[src/rtl/serial_subtractor.sv]
// Bit-serial unsigned subtractor: computes a - b LSB first, one bit per clock,
// with a single full-subtractor cell and one borrow flip-flop.
module serial_subtractor #(
    parameter int WIDTH = 8
) (
    input  logic             clk,
    input  logic             rst,
    input  logic             start,
    input  logic [WIDTH-1:0] a,
    input  logic [WIDTH-1:0] b,
    output logic             busy,
    output logic             done,
    output logic [WIDTH-1:0] diff,
    output logic             borrow
);

    localparam int CW = $clog2(WIDTH);

    typedef enum logic [1:0] {
        IDLE = 2'd0,
        RUN  = 2'd1,
        FIN  = 2'd2
    } state_t;

    state_t           state, state_nxt;
    logic [WIDTH-1:0] a_sr, b_sr, res_sr;
    logic             brw_ff;
    logic [CW-1:0]    cnt;
    logic             d_bit, b_out, last_bit;

    // Full-subtractor cell on the current LSBs of the operand shift registers.
    assign d_bit    = a_sr[0] ^ b_sr[0] ^ brw_ff;
    assign b_out    = (~a_sr[0] & b_sr[0]) | (~(a_sr[0] ^ b_sr[0]) & brw_ff);
    assign last_bit = (cnt == CW'(WIDTH - 1));

    // NOTE: next state gets a default before the case so no latch is inferred.
    always_comb begin
        state_nxt = state;
        case (state)
            IDLE:    if (start) state_nxt = RUN;
            RUN:     if (last_bit) state_nxt = FIN;
            FIN:     state_nxt = IDLE;
            default: state_nxt = IDLE;
        endcase
    end

    // NOTE: every register, shift registers included, is cleared by rst so an
    // aborted operation leaves no stale partial result behind.
    always_ff @(posedge clk) begin
        if (rst) begin
            state  <= IDLE;
            busy   <= 1'b0;
            done   <= 1'b0;
            diff   <= '0;
            borrow <= 1'b0;
            a_sr   <= '0;
            b_sr   <= '0;
            res_sr <= '0;
            brw_ff <= 1'b0;
            cnt    <= '0;
        end else begin
            // NOTE: non-blocking assignments keep all state updates simultaneous.
            state <= state_nxt;
            busy  <= (state_nxt == RUN);
            done  <= (state_nxt == FIN);
            case (state)
                IDLE: begin
                    if (start) begin
                        a_sr   <= a;
                        b_sr   <= b;
                        brw_ff <= 1'b0;
                        cnt    <= '0;
                    end
                end
                RUN: begin
                    res_sr <= {d_bit, res_sr[WIDTH-1:1]};
                    a_sr   <= a_sr >> 1;
                    b_sr   <= b_sr >> 1;
                    brw_ff <= b_out;
                    cnt    <= cnt + CW'(1);
                    // Outputs update only once the final bit is known.
                    if (last_bit) begin
                        diff   <= {d_bit, res_sr[WIDTH-1:1]};
                        borrow <= b_out;
                    end
                end
                default: ;
            endcase
        end
    end

endmodule

[config.mk]
export PLATFORM = sky130hd
export DESIGN_NAME = serial_subtractor
export DESIGN_NICKNAME = d
export VERILOG_FILES = /design/src/rtl/serial_subtractor.sv
export SDC_FILE = /design/constraint.sdc
export NUM_CORES = 1
export LEC_CHECK = 0
export BUFFER_PORTS_ARGS = -buffer_cell sky130_fd_sc_hd__buf_2
export CORE_UTILIZATION = 53
export DETAILED_ROUTE_END_ITERATION = 7
export PLACE_DENSITY = 0.77
export SLEW_MARGIN = 20
export SYNTH_ARGS = -nofsm -noshare
export SYNTH_HDL_FRONTEND = slang
export SYNTH_SLANG_ARGS = --single-unit
[constraint.sdc]
create_clock -name clk -period 1.42 [get_ports clk]
set_input_delay 0.071 -clock clk [delete_from_list [all_inputs] [get_ports clk]]
set_output_delay 0.071 -clock clk [all_outputs]
set_load 0.03 [all_outputs]
== After elaboration in Yosys (flattened, before gate mapping) ==
Cells that the tools add are included.

* Word-level logic and storage cells: 38
* Memories: 0
* RAM bits: 0
* Output and inout port bits: 11
* Bits in latches: 0
* Bits in read-only memories: 0
* Input port bits: 19
* Flip-flop bits (word level): 41

* Div/mod/pow operators: 0
* Add/subtract/negate cells: 1
* Multiplexer cells: 11
* $mul: 0
* Shifts and indexed selects: 0
* Magnitude comparators: 0
* Reduce and logical (&&, ||, !) cells: 4
* Equal/unequal tests: 5
* Bitwise gates (word level): 7

{| class="wikitable"
|+ Operator list
! cell !! count
|-
| case mux 8 bit (2 select lines) || 2
|-
| two-way mux 8 bit || 2
|-
| case mux 3 bit (2 select lines) || 1
|-
| equality test 2 x 1 -> 1 bit, second input constant || 2
|-
| two-way mux 2 bit || 2
|-
| case mux 2 bit (2 select lines) || 1
|-
| AND reduction 2 bit || 2
|-
| adder 3 x 1 -> 3 bit, second input constant || 1
|-
| equality test 3 bit, second input constant || 1
|-
| two-way mux 3 bit || 1
|-
| AND 1 bit || 2
|-
| equality test 2 bit, second input constant || 1
|-
| zero test 2 bit || 1
|-
| != test 2 bit, second input constant || 1
|-
| NOT 1 bit || 2
|-
| case mux 1 bit (2 select lines) || 1
|-
| nonzero test 2 bit || 1
|-
| XOR 1 bit || 2
|-
| two-way mux 1 bit || 1
|-
| OR 1 bit || 1
|}

== Logic depth before layout (Yosys ltp) ==
* Depth after elaboration: 5
* Mapped depth: 6
* Gate-level depth less buffers: 5

== Least setup slack after synthesis ==
No wires, ideal clock.

* Kind: register to register
* From: register cnt[0]
* To: register diff[2]
* Setup time: 0.071 ns
* Path buffers: 0
* Data required time: 1.349 ns
* Stages on the path, launching flop included: 6
* Slack: 0.207 ns
* Clock period less this slack: 1.213 ns
* Arrival: 1.143 ns
* Path through: dfxtp_1 ha_1 ha_1 nand3b_1 nand2_1 a21oi_1

* Longest elaborated chain between the ends: 2

{| class="wikitable"
|+ Ends and longest elaborated chain
! what !! RTL line !! RTL
|-
| start: declaration || 28 || <nowiki>logic [CW-1:0] cnt;</nowiki>
|-
| start signal: assignment || 80 || <nowiki>cnt <= cnt + CW'(1);</nowiki>
|-
| equality test 3 bit || 34 || <nowiki>assign last_bit = (cnt == CW'(WIDTH - 1));</nowiki>
|-
| AND reduction 2 bit (no source line) || - ||
|-
| end signal: assignment || 83 || <nowiki>diff <= {d_bit, res_sr[WIDTH-1:1]};</nowiki>
|-
| end: declaration || 13 || <nowiki>output logic [WIDTH-1:0] diff,</nowiki>
|}

No other way between the ends.
A chain may end at the register's enable or synchronous reset.

== Worst setup path after layout ==
* From: register cnt[0]
* To: register diff[7]

Same word-level chain as after synthesis.

==> metrics.cfg <==
[logic_synthesis]
ys.warnings.count=0
mappedNetlistArea_mm2=0.00158
synth_top_cell_by_area=dfxtp_1
synth_sequential_area_ratio_pct=50.6
avgSynthCellArea_um2=9.42
yosysMostFrequentCell=dfxtp_1
synth_fp_nets=190
ys_types=22
post_synth_most_frequent_cells=dfxtp_1 (40), nor2_1 (23), nand2_1 (20), a211oi_1 (17)
yosys_most_used_dff=dfxtp_1
synthTopCellsByArea=dfxtp_1 (51%), mux2i_1 (9.5%), a211oi_1 (8.1%)
synth_edf_count=0
ys_ff_latch=40
synth_largest_type_area_fraction_pct=50.6
postSynthCellCount=168
async_reset_ff_share_pct=0

[layout]
diodes=0
post_route_cells_drive_above_1_share_pct=22.6
num-nets-final=221
area_growth_pct=18.9

[place]
port_buffers=29
gp_congestion=0.728
detailed_place_hpwl_um=1990
dp_slack_ns=0.0623

[cts]
cts-htree-levels=2
clkTransAtPathRegs_ns=0.11
clock_root_cell=clkbuf_4
tritoncts.num_buffers=5
clk_latency_ns=0.35
cts_tree=built
clock_sinks=40
cts_buffer_depth=2

[flow_run]
max-cap-violations=0

[route]
drt_wl_total_um=2960
remaining_drc_errors=0
drtPass1Iterations=4
number_of_drc_markers_after_the_initial_detailed_route_iteration=43
vias_per_cell=5.56
wl_per_cell_um=12.9
vias=1278
detail-route-antenna-nets=0

[floorplan]
rows=19
floorplan.die_area_mm2=0.00321
die_h_um=56.6
placeableCoreArea_mm2=0.00278
initial_utilization_pct=56.9
pin_count=30
chipWidth_um=56.6

[global_routing]
grt_util_all_layers_pct=20.4
grt_pass1_vias=1154
grt_max_degree=27
grt-ovfl-total=0
antenna_found_initial=0
first_pass_grt_wire_length_um=4920

[sta]
unrepaired_setup_endpoints_after_global_routing=no
final.setup.tns_ns=0
setup-violations-final=0
period_utilisation_layout_pct=92.4
final_max_slew_viol_count=0
fmaxAchievable_ghz=0.762
setup_slack_ns=0.108
fin_worst_hold_slack_ns=0.0453
tightest_slew_ns=0.384
setup_skew_ns=0.00298
slew_headroom_pct=74.4
final.min_clock_period_ns=1.31
final-hold-violation-count=0

[pwr]
ir_worst_vdd_v=0.00104
power_report.internal_total_mw=1.81
power_frac_seq_pct=51.7
power.share.switching_pct=21.9
comb_power_share_pct=9.6
leakagePower_nw=0.805
power-per-cell-area_mw_per_mm2=1230
power.switching_uw=509
p_clk_share_pct=38.7

[min_path]
holdCritPathClass=in -> reg

[critical_path]
timing.critical_path.fanout_max=10
critPathArrivalTime_ns=1.57
startpoint_type=flip-flop
worst_setup_path_end_kind=flip-flop
worst_ep_required_time_ns=1.68
critical_path_class=reg -> reg

[run_status]
outcome=completed

[final cells by class]
| cell class | instances | area (um^2) |
|---|---|---|
| fillers | 230 | 900 |
| flip-flops and latches | 40 | 801 |
| repair buffers | 38 | 246 |
| clock inverters | 2 | 60.1 |
| clock buffers | 5 | 37.5 |
| well taps | 31 | 38.8 |
| multi-input cells | 113 | 694 |
| inverters | 1 | 3.75 |
[cell usage in the layout, fill, tap and decap left out]
| master | n |
|---|---|
| a211oi_1 | 17 |
| a21oi_1 | 15 |
| a22oi_1 | 5 |
| a311oi_1 | 1 |
| and2b_4 | 1 |
| buf_12 | 2 |
| buf_2 | 29 |
| buf_4 | 4 |
| buf_6 | 1 |
| bufinv_16 | 2 |
| clkbuf_4 | 5 |
| dfxtp_1 | 40 |
| dlygate4sd3_1 | 2 |
| fa_1 | 1 |
| ha_1 | 2 |
| inv_1 | 1 |
| mux2i_1 | 15 |
| nand2_1 | 20 |
| nand2b_1 | 2 |
| nand3_1 | 8 |
| nand3b_1 | 1 |
| nor2_1 | 23 |
| nor3b_1 | 1 |
| o21bai_2 | 1 |
[metrics by stage]
stage                     cells  total power, mW  util [%]  area [um^2]
after floorplan             168             1.38         -         1580
after global placement      220             1.43      63.0         1750
after detailed placement    220             1.44      63.0         1750
after CTS                   229             2.34      67.3         1870
after global routing        230             2.42      67.7         1880
final                       230             2.32      67.7         1880
[flip-flops by register name (all words and copies together), names as in the netlist, 2 cells and up]
name    cells
a_sr        8
b_sr        8
cnt         3
diff        8
res_sr      7
state       2
[logic make-up (layout without fill, tap and decap cells)]
family | Yosys count | count (layout) | synth area share (%)
AOI/OAI and AO/OA | 39 | 39 | 16.4
buffers and inverters | 15 | 46 | 5.53
and+or+nand+nor | 56 | 56 | 15.1
muxes | 15 | 15 | 9.49
DFF | 40 | 40 | 50.6
adders and majority gates | 3 | 3 | 2.85
[worst max-delay path, stage by stage, from the launching register on]
cell	delay (ns)
dfxtp_1	0.37
ha_1	0.15
ha_1	0.22
buf_6	0.16
a21oi_1	0.06
a311oi_1	0.26
[power groups by stage]
stage / clock network, mW / registers, mW / logic (mW)
floorplan: 0 / 1.22 / 0.160
global placement: 0 / 1.22 / 0.209
detailed placement: 0 / 1.23 / 0.216
CTS: 0.914 / 1.20 / 0.222
global route: 0.962 / 1.21 / 0.247
finish: 0.900 / 1.20 / 0.222
[path summary, 6_finish.rpt]
kind	startpoint	endpoint	slack, ns	cells past startpoint
worst max-delay path	cnt[0]$_SDFFE_PP0P_	diff[7]$_SDFFE_PP0P_	0.11	5
worst min-delay path	a[6]	a_sr[6]$_SDFFE_PP0P_	0.05	3
worst max register to register	cnt[0]$_SDFFE_PP0P_	diff[7]$_SDFFE_PP0P_	0.11	5
worst min register to register	res_sr[1]$_SDFFE_PP0P_	res_sr[1]$_SDFFE_PP0P_	0.46	2
[repair_timing]
action                     in CTS  in global routing
buffers inserted                0                  1
setup endpoints to repair       0                  9
hold buffers                    2                  0
gates resized for setup         0                  1
hold endpoints to repair        2                  0
[layer usage]
layer  track usage, %  vias to the layer above  wire [um]
met5                0                        -          0
met2             33.1                       25       1410
met1             24.6                      596       1360
met4             7.32                        0         39
li1                 -                      651          -
met3             7.83                        6        147
(Power assumes the default switching activity.)
